$ cat config.mk
export PLATFORM = sky130hd
export DESIGN_NAME = vmem_arbiter
export DESIGN_NICKNAME = d
export VERILOG_FILES = /design/src/rtl/vmem_arbiter.sv
export SDC_FILE = /design/constraint.sdc
export NUM_CORES = 1
export LEC_CHECK = 0
export BUFFER_PORTS_ARGS = -buffer_cell sky130_fd_sc_hd__buf_2
export CAP_MARGIN = 40
export CORE_MARGIN = 10
export CORE_UTILIZATION = 30
export DETAILED_ROUTE_END_ITERATION = 7
export PLACE_DENSITY_LB_ADDON = 0.3
export SLEW_MARGIN = 20
export SYNTH_ARGS = -nofsm -noshare
export SYNTH_HDL_FRONTEND = slang
export SYNTH_SLANG_ARGS = --single-unit
$ cat constraint.sdc
create_clock -name clk28 -period 2.6 [get_ports clk28]
set_clock_uncertainty 0.2 [all_clocks]
set_input_delay 0.13 -clock clk28 [delete_from_list [all_inputs] [get_ports clk28]]
set_output_delay 0.13 -clock clk28 [all_outputs]
set_load 0.03 [all_outputs]
$ cat src/rtl/vmem_arbiter.sv
// Slot-based arbiter sharing the 512Kx8 video/system SRAM between screen fetch,
// CPU and DMA; one slot is one ck14 period (2 clk28 cycles), owner fixed per slot.
module vmem_arbiter #(
  parameter int STARVE_LIMIT = 3,
  parameter int CNT_W        = 3
) (
  input  logic        clk28,
  input  logic        rst,
  input  logic        ck14,
  output logic        fetch_allow,
  input  logic        scr_fetch,
  input  logic        scr_fetch_up,
  input  logic [14:0] scr_addr,
  input  logic [3:0]  scr_bank,
  output logic [7:0]  fetch_data,
  input  logic        cpu_req,
  input  logic        cpu_wr,
  input  logic [18:0] cpu_addr,
  input  logic [7:0]  cpu_wdata,
  output logic [7:0]  cpu_rdata,
  output logic        cpu_ack,
  input  logic        dma_req,
  input  logic        dma_wr,
  input  logic [18:0] dma_addr,
  input  logic [7:0]  dma_wdata,
  output logic [7:0]  dma_rdata,
  output logic        dma_ack,
  output logic [18:0] ram_a,
  output logic [7:0]  ram_dq_out,
  output logic        ram_dq_oe,
  input  logic [7:0]  ram_dq_in,
  output logic        ram_oe_n,
  output logic        ram_we_n
);

  typedef enum logic [2:0] {IDLE, SCR, CPU_RD, CPU_WR, DMA_RD, DMA_WR} owner_t;
  typedef enum logic {LG_CPU, LG_DMA} last_t;

  localparam logic [CNT_W-1:0] CNT_MAX   = '1;
  localparam logic [CNT_W-1:0] CNT_LIMIT = CNT_W'(STARVE_LIMIT);

  owner_t           owner_q, owner_d;
  last_t            last_grant_q, last_grant_d;
  logic [CNT_W-1:0] cnt_q, cnt_d;
  logic             cpu_slot, dma_slot;
  logic             cpu_elig, dma_elig;
  logic             starved;
  logic             grant_cpu, grant_dma;

  assign fetch_data = ram_dq_in;

  assign cpu_slot = (owner_q == CPU_RD) || (owner_q == CPU_WR);
  assign dma_slot = (owner_q == DMA_RD) || (owner_q == DMA_WR);
  // The requester whose slot ends on this boundary is being acked, not regranted.
  assign cpu_elig = cpu_req && !cpu_slot;
  assign dma_elig = dma_req && !dma_slot;
  assign starved  = (cnt_q >= CNT_LIMIT);

  // NOTE: every signal assigned here gets a default first so no latch is inferred.
  always_comb begin
    owner_d      = owner_q;
    last_grant_d = last_grant_q;
    grant_cpu    = 1'b0;
    grant_dma    = 1'b0;
    if (ck14) begin
      if (scr_fetch && !scr_fetch_up) begin
        owner_d = SCR;
      end else if (cpu_elig && (!dma_elig || starved || last_grant_q == LG_DMA)) begin
        grant_cpu    = 1'b1;
        owner_d      = cpu_wr ? CPU_WR : CPU_RD;
        last_grant_d = LG_CPU;
      end else if (dma_elig) begin
        grant_dma    = 1'b1;
        owner_d      = dma_wr ? DMA_WR : DMA_RD;
        last_grant_d = LG_DMA;
      end else begin
        owner_d = IDLE;
      end
    end
  end

  always_comb begin
    cnt_d = cnt_q;
    if (!cpu_req) begin
      cnt_d = '0;
    end else if (ck14) begin
      if (grant_cpu || cpu_slot) begin
        cnt_d = '0;
      end else if (cnt_q != CNT_MAX) begin
        cnt_d = cnt_q + 1'b1;
      end
    end
  end

  // NOTE: sequential state uses non-blocking assignments so all registers update together.
  always_ff @(posedge clk28) begin
    if (rst) begin
      owner_q      <= IDLE;
      last_grant_q <= LG_DMA;
      cnt_q        <= '0;
      fetch_allow  <= 1'b1;
    end else begin
      owner_q      <= owner_d;
      last_grant_q <= last_grant_d;
      cnt_q        <= cnt_d;
      fetch_allow  <= (cnt_d < CNT_LIMIT);
    end
  end

  always_ff @(posedge clk28) begin
    if (rst) begin
      cpu_ack    <= 1'b0;
      dma_ack    <= 1'b0;
      cpu_rdata  <= '0;
      dma_rdata  <= '0;
      ram_a      <= '0;
      ram_dq_out <= '0;
      ram_dq_oe  <= 1'b0;
      ram_oe_n   <= 1'b1;
      ram_we_n   <= 1'b1;
    end else begin
      cpu_ack <= 1'b0;
      dma_ack <= 1'b0;
      if (ck14) begin
        if (cpu_slot) begin
          cpu_ack <= 1'b1;
          if (owner_q == CPU_RD) cpu_rdata <= ram_dq_in;
        end
        if (dma_slot) begin
          dma_ack <= 1'b1;
          if (owner_q == DMA_RD) dma_rdata <= ram_dq_in;
        end
        if (owner_d == SCR) begin
          ram_a <= {scr_bank, scr_addr};
        end else if (grant_cpu) begin
          ram_a      <= cpu_addr;
          ram_dq_out <= cpu_wdata;
        end else if (grant_dma) begin
          ram_a      <= dma_addr;
          ram_dq_out <= dma_wdata;
        end
        ram_oe_n  <= !((owner_d == SCR) || (owner_d == CPU_RD) || (owner_d == DMA_RD));
        ram_dq_oe <= (owner_d == CPU_WR) || (owner_d == DMA_WR);
        ram_we_n  <= 1'b1;
      end else begin
        // Write strobe only in the second slot cycle: one cycle of address setup.
        ram_we_n <= !((owner_q == CPU_WR) || (owner_q == DMA_WR));
      end
    end
  end

endmodule
# Word-level counts from Yosys, hierarchy flattened
# Cells that the tools add are included.
[word_totals] out_inout_bits=57 reg_bits=56 elab_cells=84 inputBits=90
[op_classes] reduce_logical=29 eq_ne=10 muxes=26 order_cmp=2 n_addsub=1 n_bitwise=3
[op_table] operator="19-bit two-way mux" n=3
[op_table] operator="3-bit two-way mux" n=8
[op_table] operator="8-bit two-way mux" n=2
[op_table] operator="1-bit two-way mux" n=13
[op_table] operator="3-bit by 2-bit equality test with 1-bit output, second input constant" n=4
[op_table] operator="3-bit equality test, second input constant" n=4
[op_table] operator="3-bit AND reduction" n=4
[op_table] operator="1-bit logical OR" n=9
[op_table] operator="1-bit zero test" n=6
[op_table] operator="1-bit logical AND" n=4
[op_table] operator="2-bit nonzero test" n=2
[op_table] operator="2-bit OR reduction" n=2
[op_table] operator="3-bit by 1-bit adder with 3-bit output, second input constant" n=1
[op_table] operator="3-bit by 1-bit equality test with 1-bit output, second input constant" n=1
[op_table] operator="3-bit by 2-bit greater-or-equal comparator with 1-bit output, second input constant" n=1
[op_table] operator="3-bit by 2-bit less-than comparator with 1-bit output, second input constant" n=1
[op_table] operator="3-bit != test, second input constant" n=1
[op_table] operator="1-bit inverter" n=3
[op_table] operator="3-bit nonzero test" n=1
[op_table] operator="2-bit AND reduction" n=1

# Longest topological paths before layout
# Gate-level depths: netlist of run 1.
[depth] word_depth=16 mapped_depth=9 depth_no_buf=7

# Worst setup path after synthesis of run 1
# OpenSTA, ideal clock, no wires.
[synth_path] path_kind="reg2reg" startpoint="register cnt_q[0]" endpoint="register ram_a[10]" setup_time_ps=125 path_buffers=2 stages_incl_launch_ff=10 synth_period_minus_slack_ps=2469 setup_slack_ps=131 t_required_ps=2275 arrival_time_ps=2143 cell_sequence="dfxtp_1 > ha_1 > a2111oi_4 > nand3b_1 > and4_1 > o311ai_1 > buf_2 > buf_4 > mux2i_1 > o2bb2ai_1"
[synth_via] elab_chain_len=10 word_cells_on_any_way=18 classes_between="1 x order compare; 1 x eq/ne; 11 x mux; 5 x reduce/logical"
[synth_lines] element="start: declaration" line_no="44" text="logic [CNT_W-1:0] cnt_q, cnt_d;"
[synth_lines] element="start signal: assignment" line_no="105" text="cnt_q <= cnt_d;"
[synth_lines] element="3-bit by 2-bit greater-or-equal comparator with 1-bit output (*)" line_no="57" text="assign starved = (cnt_q >= CNT_LIMIT);"
[synth_lines] element="1-bit logical OR (*) (2 in series)" line_no="68" text="end else if (cpu_elig && (!dma_elig || starved || last_grant_q == LG_DMA)) begin"
[synth_lines] element="1-bit logical AND (*)" line_no="68"
[synth_lines] element="3-bit two-way mux" line_no="68"
[synth_lines] element="3-bit two-way mux" line_no="66" text="if (scr_fetch && !scr_fetch_up) begin"
[synth_lines] element="3-bit two-way mux" line_no="65" text="if (ck14) begin"
[synth_lines] element="3-bit by 1-bit equality test with 1-bit output" line_no="133" text="if (owner_d == SCR) begin"
[synth_lines] element="3-bit nonzero test (no line)"
[synth_lines] element="2-bit AND reduction (no line)"
[synth_lines] element="end signal: assignment" line_no="134" text="ram_a <= {scr_bank, scr_addr};"
[synth_lines] element="end signal: assignment" line_no="136" text="ram_a <= cpu_addr;"
[synth_lines] element="end signal: assignment" line_no="139" text="ram_a <= dma_addr;"
[synth_lines] element="end: declaration" line_no="28" text="output logic [18:0] ram_a,"
# Mark *: on every way between the ends. The rest lies on a longest branch, timed or not.
# A chain may end at the register's enable or synchronous reset.

# Final worst setup path of run 1
[layout_path] startpoint="register cnt_q[1]" endpoint="register ram_a[15]"
# The elaborated chain is that of the path after synthesis.

==> metrics.md, run 1 <==
| Metric | Value |
|---|---|
| Outcome | `finished, final reports clean` |
| Placer congestion estimate | `0.7717` |
| EDFF count, synth | `0` |
| Hold Crit Endpoint | `cnt_q[2]$_SDFF_PP0_` |
| # rows | `33` |
| First-pass GRT wire length | `14100 um` |
| Commonest non-fill, non-tap cells in the layout | `buf_2 (146), dfxtp_1 (55), dlygate4sd3_1 (43)` |
| Drt wl/cell | `15.74 um` |
| P_sw | `573.8 uW` |
| Syn Inst Count | `259` |
| Xor/xnor cell area share of the yosys netlist | `0.3364%` |
| Core Area | `0.008341 sq mm` |
| Worst r2r path cells | `8` |
| Fill count | `782` |
| WL final | `8641 um` |
| Largest net degree at the start of global routing | `34` |
| WS Path Type | `reg2reg` |
| Slack of the critical path | `0.1302 ns` |
| Hold Path Depth | `3` |
| Max Clock Freq | `404.9 MHz` |
| DRC violations left | `0` |
| Port buffer count | `146` |
| FF-to-FF Start | `cnt_q[1]$_SDFF_PP0_` |
| Flops & latches, synth | `56` |
| Layout cells sized above 1 | `42.89%` |
| Initial antenna violation count | `1` |
| Clk pin slew, worst setup/hold paths | `0.10 ns` |
| Multi-input gate area | `0.001368 sq mm` |
| Worst slack, placed | `0.08376 ns` |
| Switching Share | `29.63%` |
| DIE WIDTH | `113.2 um` |
| Met3 usage | `5.917%` |
| Fin cells | `549` |
| Crit path launch type | `flop` |
| CTS Buf Count | `5` |
| P per Cell Area | `487.2 mW/mm^2` |
| P_int | `1363 uW` |
| Total track usage | `13.24%` |
| Clk sink count | `56` |
| Design Area, Final | `0.003975 sq mm` |
| Iter 0 DRT Violations | `102` |
| Setup repair after global routing missed its margin | `false` |
| Worst Path Max Fanout | `19` |
| Grt total ovfl | `0` |
| Clock share of power | `25.3%` |
| Largest family of logic cells by synthesized area | `multiplexers` |
| Most common cell after layout, fill and taps aside | `buf_2` |
| Final nets | `533` |
| Die height | `113.2 um` |
| Critical Path RT | `2.63 ns` |
| Leakage power | `0.001886 uW` |
| Area added between synthesis and finish | `52.67%` |
| Final setup vio count | `0` |
| Clock Latency Late Sink | `0.31 ns` |
| Synth cell types | `40` |
| Register area share after synthesis | `43.06%` |
| CTS tree | `yes` |
| Die Area | `0.01281 sq mm` |
| Leading area contributor after synthesis | `dfxtp_1` |
| Mux contribution to synthesized area | `22.10%` |
| Clock buffer depth | `2` |
| Via density | `4.667` |
| Final ANT Viol Nets | `0` |
| Starting density of the core | `31.22%` |
| Final period util | `94.99%` |
| Critical hold path startpoint | `ck14` |
| Via count | `2562` |
| GRT busiest layer | `met2` |
| Met1 usage | `14.99%` |
| Synth Area in Compound Gates | `17.25%` |
| Relative max-transition margin | `63.20%` |
| Max cap viols | `0` |
| Vias in the first global route | `2868` |
| Syn_nets | `350` |
| Main flop type after synthesis | `dfxtp_1` |
| Max-slew violation count | `0` |
| Avg Synthesized Cell Area | `10.05 sq um` |
| Tightest Hold Check Type | `in2reg` |
| Synth Cell Area | `0.002604 sq mm` |
| Simple-gate share of the synthesized area | `11.58%` |
| Routing usage on met2 | `21.77%` |
| Io pins | `147` |
| Ys async rst share | `0%` |
| Synth Area in Adders | `0.4805%` |
| Worst-margin pin slew | `0.5499 ns` |
| Clock root buffer | `clkbuf_8` |
| Setup TNS | `0 ns` |
| WP data arrival | `2.50 ns` |
| Worst VDD drop | `0.2345 mV` |
| Drt pass-1 iters | `4` |
| Combinational fraction of design power | `26.8%` |
| Reg power frac | `47.9%` |
| Final min period | `2.470 ns` |
| R2R setup slack | `0.13 ns` |
| Yosys warns | `0` |
| Synth top area cells | `dfxtp_1 (43%), mux2i_1 (13%), mux2_2 (8.6%)` |
| CP Capture Type | `flop` |
| Placed Cells | `497` |
| Register area | `0.001122 sq mm` |
| Hold Vio Cnt, Final | `0` |
| Share of Yosys cell area claimed by the top area cell type | `43.06%` |
| Final core occ | `47.66%` |
| Placed cell areas | `0.003448 sq mm` |
| RR Endpoint | `ram_a[15]$_SDFFE_PP0P_` |
| H-tree Lvls | `2` |
| Post-DP HPWL | `6281 um` |
routing by layer:
layer,wire length (um),vias to the layer above
met2,3941,111
met3,898,9
li1,-,1292
met5,0,-
met1,3690,1150
met4,111,0
synthesized netlist by cell type, types with 2 or more instances:
cell,n
a211oi_1,9
a21o_1,2
a21oi_1,13
a22oi_1,2
buf_2,3
buf_4,9
clkbuf_1,8
dfxtp_1,56
inv_1,2
mux2_2,20
mux2i_1,35
nand2_1,23
nand2b_1,5
nand3_1,2
nor2_1,27
o21ai_0,2
o2bb2ai_1,18
stage by stage:
stage,hold slack [ns],total power (uW)
floorplan,0.06605,1246
global placement,0.1966,1412
detailed placement,0.2016,1415
CTS,0.02009,1968
global route,0.04060,2054
finish,0.03151,1936
power by group through the flow:
stage	Clock, uW	Sequential, uW	Combinational (uW)
after global routing	557	934	564
final	490	927	520
after detailed placement	0	946	469
after floorplan	0	1030	219
after global placement	0	947	465
after CTS	520	927	521
cells by family (layout without fill, tap and decap cells):
kind of cell,after synthesis,in the layout
other,0,1
buffers and inverters,24,208
AOI/OAI and AO/OA,56,56
and+or+nand+nor,66,66
xor gates and xnor gates,1,1
DFF,56,56
muxes,55,55
adders and majority gates,1,1
how the worst max path moves through the flow:
stage                              startpoint                      to  slack, ns  cells after the start
final                     cnt_q[1]$_SDFF_PP0_  ram_a[15]$_SDFFE_PP0P_       0.13                      8
after global routing      cnt_q[1]$_SDFF_PP0_  ram_a[10]$_SDFFE_PP0P_       0.01                      8
after CTS                 cnt_q[0]$_SDFF_PP0_  ram_a[12]$_SDFFE_PP0P_       0.05                      8
after detailed placement  cnt_q[0]$_SDFF_PP0_   ram_a[0]$_SDFFE_PP0P_       0.08                      8
after global placement    cnt_q[0]$_SDFF_PP0_  ram_a[11]$_SDFFE_PP0P_       0.13                      8
after floorplan           cnt_q[0]$_SDFF_PP0_  ram_a[10]$_SDFFE_PP0P_       0.13                      9
registers in the layout, summed over array words and instances, names as in the netlist:
register,count
cnt_q,3
ram_a,19
ram_dq_oe,1
cpu_rdata,8
last_grant_q,1
fetch_allow,1
dma_ack,1
cpu_ack,1
owner_q,3
dma_rdata,8
ram_dq_out,8
ram_we_n,1
ram_oe_n,1
area by class of cell:
type	count	share of cell area [%]
clock buffers	8	2.266
multi-input cells	179	34.40
diodes	1	0.06295
flip-flops and latches	56	28.23
well taps	105	3.305
inverters	2	0.1889
repair buffers	198	31.54
critical path, cell delays in order (launching register included):
cell and delay, ns:
dfxtp_1 0.43, ha_2 0.27, a2111oi_4 0.05, nand3b_1 0.18, and4_1 0.27, or3_4 0.40, a211oi_4 0.28, buf_12 0.19
o2bb2ai_1 0.12
timing repair:
| item | CTS | global route |
|---|---|---|
| hold buffers | 43 | 0 |
| buffers inserted | 0 | 0 |
| endpoints found under the setup margin | 0 | 19 |
| hold endpoints to repair | 48 | 0 |
| gates resized for setup | 0 | 2 |
Power figures use the tool's default switching activity.
==> inputs of run 2 (changes only) <==
- RECOVER_POWER: default -> 100
==> metrics.md, run 2 (synthesis results as in run 1) <==
| Metric | Value |
|---|---|
| Clock root buffer | `clkbuf_8` |
| Highest-delay cell along the critical path | `dfxtp_1` |
| WL final | `8680 um (+0.45%)` |
| Initial antenna violation count | `1 (unchanged)` |
| Max-slew violation count | `0 (unchanged)` |
| Port buffer count | `146 (unchanged)` |
| Setup TNS | `0 ns (unchanged)` |
| Max reg flops | `19 (unchanged)` |
| Crit-path cells | `ha_2, a2111oi_4, nand3b_1, and4_1, or3_4, a211oi_4, buf_12, o2bb2ai_1` |
| Clk pin slew, worst setup/hold paths | `0.10 ns (about the same)` |
| Worst Path Max Fanout | `19 (unchanged)` |
| Die Area | `0.01281 sq mm (unchanged)` |
| Switching Share | `29.86% (+0.23 points)` |
| P per Cell Area | `493.5 mW/mm^2 (+1.3%)` |
| Final nets | `533 (unchanged)` |
| FF-to-FF Start | `cnt_q[1]$_SDFF_PP0_` |
| Reg power frac | `48.3% (+0.4 points)` |
| H-tree Lvls | `2 (unchanged)` |
| CP Capture Type | `flop` |
| Iter 0 DRT Violations | `115 (+13%)` |
| First-pass GRT wire length | `14100 um (unchanged)` |
| Clock share of power | `25.4% (about the same)` |
| Commonest non-fill, non-tap cells in the layout | `buf_2 (89), clkbuf_1 (61), dfxtp_1 (55)` |
| Starting density of the core | `31.22% (unchanged)` |
| CTS tree | `yes` |
| Hold Crit Endpoint | `ram_a[4]$_SDFFE_PP0P_` |
| Post-CTS setup buffers | `0 (unchanged)` |
| Drt pass-1 iters | `4 (unchanged)` |
| Placer congestion estimate | `0.7717 (unchanged)` |
| Hold Path Depth | `4 (+1)` |
| CP peak stage delay | `0.43 ns (about the same)` |
| Layout cells sized above 1 | `29.57% (-13 points)` |
| Via count | `2546 (-0.62%)` |
| Final min period | `2.473 ns (+0.002803 ns)` |
| P_int | `1348 uW (-1.1%)` |
| Worst r2r path cells | `8 (unchanged)` |
| Vias in the first global route | `2868 (unchanged)` |
| Worst VDD drop | `0.2327 mV (-0.76%)` |
| Clk sink count | `56 (unchanged)` |
| Relative max-transition margin | `61.10% (-2.1 points)` |
| WS Path Type | `reg2reg` |
| Max cap viols | `0 (unchanged)` |
| Drt wl/cell | `15.81 um (+0.45%)` |
| # rows | `33 (unchanged)` |
| Final ANT Viol Nets | `0 (unchanged)` |
| Grt total ovfl | `0 (unchanged)` |
| Combinational fraction of design power | `26.3% (-0.5 points)` |
| WP data arrival | `2.50 ns (about the same)` |
| Most common cell after layout, fill and taps aside | `buf_2` |
| Max Clock Freq | `404.4 MHz (-0.11%)` |
| Clock Latency Late Sink | `0.31 ns (about the same)` |
| Hold Vio Cnt, Final | `0 (unchanged)` |
| CTS Buf Count | `5 (unchanged)` |
| Final core occ | `46.68% (-0.98 points)` |
| Total track usage | `13.24% (unchanged)` |
| Largest net degree at the start of global routing | `34 (unchanged)` |
| Clock buffer depth | `2 (unchanged)` |
| R2R setup slack | `0.13 ns (about the same)` |
| Slack of the critical path | `0.1274 ns (-0.002803 ns)` |
| Area added between synthesis and finish | `49.54%` |
| DIE WIDTH | `113.2 um (unchanged)` |
| Worst slack, placed | `0.08376 ns (unchanged)` |
| Core Area | `0.008341 sq mm (unchanged)` |
| Fill count | `812 (+3.8%)` |
| P_sw | `573.7 uW (about the same)` |
| Outcome | `finished, final reports clean` |
| Setup repair after global routing missed its margin | `false` |
| Fin cells | `549 (unchanged)` |
| Biggest register | `ram_a` |
| Die height | `113.2 um (unchanged)` |
| Worst-margin pin slew | `0.5836 ns (+0.03364 ns)` |
| Leakage power | `0.001662 uW (-12%)` |
| Post-DP HPWL | `6281 um (unchanged)` |
| Crit path launch type | `flop` |
| Placed Cells | `497 (unchanged)` |
| Via density | `4.638 (-0.62%)` |
| Tightest Hold Check Type | `in2reg` |
| Final period util | `95.10% (+0.11 points)` |
| Final setup vio count | `0 (unchanged)` |
| RR Endpoint | `ram_a[15]$_SDFFE_PP0P_` |
| DRC violations left | `0 (unchanged)` |
| Io pins | `147 (unchanged)` |
| Critical Path RT | `2.63 ns (about the same)` |
| Critical hold path startpoint | `dma_addr[4]` |
-- run 2: per-stage QoR --
| step | hold slack [ns] | power, uW | cell area (sq um) |
|---|---|---|---|
| final | 0.03143 | 1922 | 3894 |
| after global routing | 0.04061 | 2041 | 3894 |
| after CTS | 0.02009 | 1968 | 3969 |
| after detailed placement | 0.2016 | 1415 | 3448 |
| after global placement | 0.1966 | 1412 | 3448 |
| after floorplan | 0.06605 | 1246 | 2604 |
-- run 2: cell type report --
cell class / instances / area (sq um) / area share [%]
diodes: 1 / 2.502 / 0.06427
clock buffers: 8 / 90.09 / 2.314
flip-flops and latches: 56 / 1122 / 28.82
multi-input cells: 179 / 1368 / 35.12
inverters: 2 / 7.507 / 0.1928
well taps: 105 / 131.4 / 3.374
repair buffers: 198 / 1172 / 30.11
-- run 2: worst max-delay path by stage --
| stage | end | start | depth (start not counted) | slack, ns |
|---|---|---|---|---|
| floorplan | ram_a[10]$_SDFFE_PP0P_ | cnt_q[0]$_SDFF_PP0_ | 9 | 0.13 |
| global placement | ram_a[11]$_SDFFE_PP0P_ | cnt_q[0]$_SDFF_PP0_ | 8 | 0.13 |
| detailed placement | ram_a[0]$_SDFFE_PP0P_ | cnt_q[0]$_SDFF_PP0_ | 8 | 0.08 |
| CTS | ram_a[12]$_SDFFE_PP0P_ | cnt_q[0]$_SDFF_PP0_ | 8 | 0.05 |
| global route | ram_a[10]$_SDFFE_PP0P_ | cnt_q[1]$_SDFF_PP0_ | 8 | 0.01 |
| finish | ram_a[15]$_SDFFE_PP0P_ | cnt_q[1]$_SDFF_PP0_ | 8 | 0.13 |
-- run 2: worst max-delay path: cells and delay by family (launching register included) --
| kind | cells | cell delay [ns] |
|---|---|---|
| AO/OA/AOI/OAI | 3 | 0.45 |
| adder cells (fa/ha/maj) | 1 | 0.27 |
| AND/OR/NAND/NOR | 3 | 0.85 |
| buffers and inverters | 1 | 0.19 |
| flip-flops | 1 | 0.43 |
-- run 2: metal layers --
metal | track usage, % | up-vias | share of wire (%)
li1 | - | 1290 | -
met1 | 14.99 | 1136 | 43
met2 | 21.77 | 111 | 45
met3 | 5.917 | 9 | 10
met4 | 4.230 | 0 | 1.3
met5 | 0 | - | 0
-- run 2: power by group through the flow --
stage,logic [uW],registers [uW],clock network (uW)
global route,549,935,557
finish,505,928,489
CTS,521,927,520
detailed placement,469,946,0
global placement,465,947,0
floorplan,219,1030,0
-- run 2: repair_timing --
item                       CTS  global route
gates resized for setup      0             2
hold buffers                43             0
hold endpoints to repair    48             0
setup endpoints to repair    0            19
==> inputs of run 3 (changes only) <==
- CORE_ASPECT_RATIO: default -> 0.8
- clock period: 2.6 -> 3.08 ns (I/O delays scaled with it)
==> metrics.md, run 3 (synthesis results as in run 1) <==
| Metric | Value |
|---|---|
| Outcome | `finished, final reports clean` |
| DRC violations left | `0 (unchanged)` |
| Total track usage | `12.55% (-0.69 points)` |
| Vias in the first global route | `2628 (-8.4%)` |
| P per Cell Area | `437.7 mW/mm^2 (-11%)` |
| Hold Vio Cnt, Final | `0 (unchanged)` |
| CTS Buf Count | `5 (unchanged)` |
| Leakage power | `0.001655 uW (-0.43%)` |
| Max reg flops | `19 (unchanged)` |
| CP Capture Type | `flop` |
| Clock root buffer | `clkbuf_8` |
| Placed Cells | `504 (+1.4%)` |
| Layout cells sized above 1 | `29.55% (about the same)` |
| Final nets | `530 (-0.56%)` |
| Starting density of the core | `30.69% (-0.52 points)` |
| Critical Path RT | `3.08 ns (+0.45 ns)` |
| Setup repair after global routing missed its margin | `false` |
| Clk sink count | `56 (unchanged)` |
| DIE WIDTH | `124.2 um (+9.7%)` |
| Crit-path cells | `ha_1, a2111oi_4, nand3_2, nand4_1, clkbuf_1, mux2_2, mux2i_1, o2bb2ai_1` |
| Area added between synthesis and finish | `48.34%` |
| CTS tree | `yes` |
| Highest-delay cell along the critical path | `nand4_1` |
| Max-slew violation count | `0 (unchanged)` |
| Fill count | `862 (+6.2%)` |
| WL final | `8588 um (-1.1%)` |
| # rows | `30 (-9.1%)` |
| Iter 0 DRT Violations | `108 (-6.1%)` |
| CTS resizes | `0 (unchanged)` |
| Clock Latency Late Sink | `0.31 ns (about the same)` |
| Fin cells | `552 (+0.55%)` |
| CP peak stage delay | `0.42 ns (about the same)` |
| Largest net degree at the start of global routing | `34 (unchanged)` |
| H-tree Lvls | `2 (unchanged)` |
| CP top delay family | `simple AND/OR/NAND/NOR gates` |
| Core Area | `0.008483 sq mm (+1.7%)` |
| Design Area, Final | `0.003862 sq mm (-0.80%)` |
| Worst Path Max Fanout | `11 (-8)` |
| Setup TNS | `0 ns (unchanged)` |
| Grt total ovfl | `0 (unchanged)` |
| Relative max-transition margin | `62.84% (+1.7 points)` |
| Io pins | `147 (unchanged)` |
| Post-DP HPWL | `6586 um (+4.9%)` |
| Drt wl/cell | `15.56 um (-1.6%)` |
| Commonest non-fill, non-tap cells in the layout | `buf_2 (89), clkbuf_1 (59), dfxtp_1 (56)` |
| Most common cell after layout, fill and taps aside | `buf_2` |
| Via count | `2546 (unchanged)` |
| Biggest register | `ram_a` |
| Final setup vio count | `0 (unchanged)` |
| Drt pass-1 iters | `4 (unchanged)` |
| Die Area | `0.01283 sq mm (+0.18%)` |
| Max Clock Freq | `358.1 MHz (-11%)` |
| Clk pin slew, worst setup/hold paths | `0.11 ns (about the same)` |
| Diode count | `0 (-1)` |
| Placed cell areas | `0.003432 sq mm (-0.47%)` |
| Worst path bufs/invs | `1 (unchanged)` |
| Max cap viols | `0 (unchanged)` |
| Placer congestion estimate | `0.8233 (+6.7%)` |
| WP data arrival | `2.79 ns (+0.29 ns)` |
| Final ANT Viol Nets | `0 (unchanged)` |
| Clock buffer depth | `2 (unchanged)` |
| Initial antenna violation count | `0 (-1)` |
| Port buffer count | `146 (unchanged)` |
| Worst-margin pin slew | `0.5557 ns (-0.02787 ns)` |
| WS Path Type | `reg2reg` |
| Die height | `103.3 um (-8.7%)` |
| Worst VDD drop | `0.2104 mV (-9.6%)` |
| Via density | `4.612 (-0.54%)` |
| Tightest Hold Check Type | `in2reg` |
| Final min period | `2.793 ns (+0.3203 ns)` |
| Final period util | `90.68% (-4.4 points)` |
| Crit path launch type | `flop` |
| First-pass GRT wire length | `12900 um (-8.6%)` |
[run 3: timing repair]
| item | in CTS | in global routing |
|---|---|---|
| buffers inserted | 0 | 0 |
| hold endpoints to repair | 44 | 0 |
| hold buffers | 40 | 0 |
[run 3: worst paths after layout]
check,cells after the start,slack [ns],end,startpoint
max,8,0.29,ram_a[11]$_SDFFE_PP0P_,cnt_q[0]$_SDFF_PP0_
min,3,0.009,ram_dq_out[4]$_SDFFE_PP0P_,cpu_wdata[4]
max reg2reg,8,0.29,ram_a[11]$_SDFFE_PP0P_,cnt_q[0]$_SDFF_PP0_
min reg2reg,2,0.26,cpu_rdata[2]$_SDFFE_PP0P_,cpu_rdata[2]$_SDFFE_PP0P_
[run 3: cell type report]
class                   count  area, sq um  area share (%)
multi-input cells         179         1360           35.21
flip-flops and latches     56         1121           29.03
repair buffers            195         1117           28.93
well taps                 112        140.1           3.628
clock buffers               5        68.82           1.782
clock inverters             3        47.55           1.231
inverters                   2        7.507          0.1944
[run 3: metrics by stage]
stage | utilization [%] | hold slack, ns | setup WS, ns | power, uW
2_1_floorplan | - | 0.09005 | 0.6114 | 1051
3_3_place_gp | 40.37 | 0.2166 | 0.4815 | 1184
3_5_place_dp | 40.46 | 0.2221 | 0.4027 | 1189
4_1_cts | 46.55 | 0.001518 | 0.3570 | 1723
5_1_grt | 45.53 | 0.01489 | 0.09063 | 1779
6_report | 45.53 | 0.009354 | 0.2871 | 1690
[run 3: where the power goes]
group          internal (uW)  switching [uW]
Sequential               762            22.4
Clock                    245             248
Combinational            181             231
[run 3: layer usage]
metal  wire length (um)  share of wire [%]  vias to the layer above  GRT usage [%]
li1                   -                  -                     1287              -
met1               3691                 43                     1142          15.48
met2               3774                 44                      109          19.38
met3               1069                 12                        8          6.131
met4                 53               0.62                        0          2.650
met5                  0                  0                        -              0
[run 3: worst min-delay path: stages]
cell,delay (ns)
buf_2,0.09
mux2i_1,0.14
a211oi_1,0.09
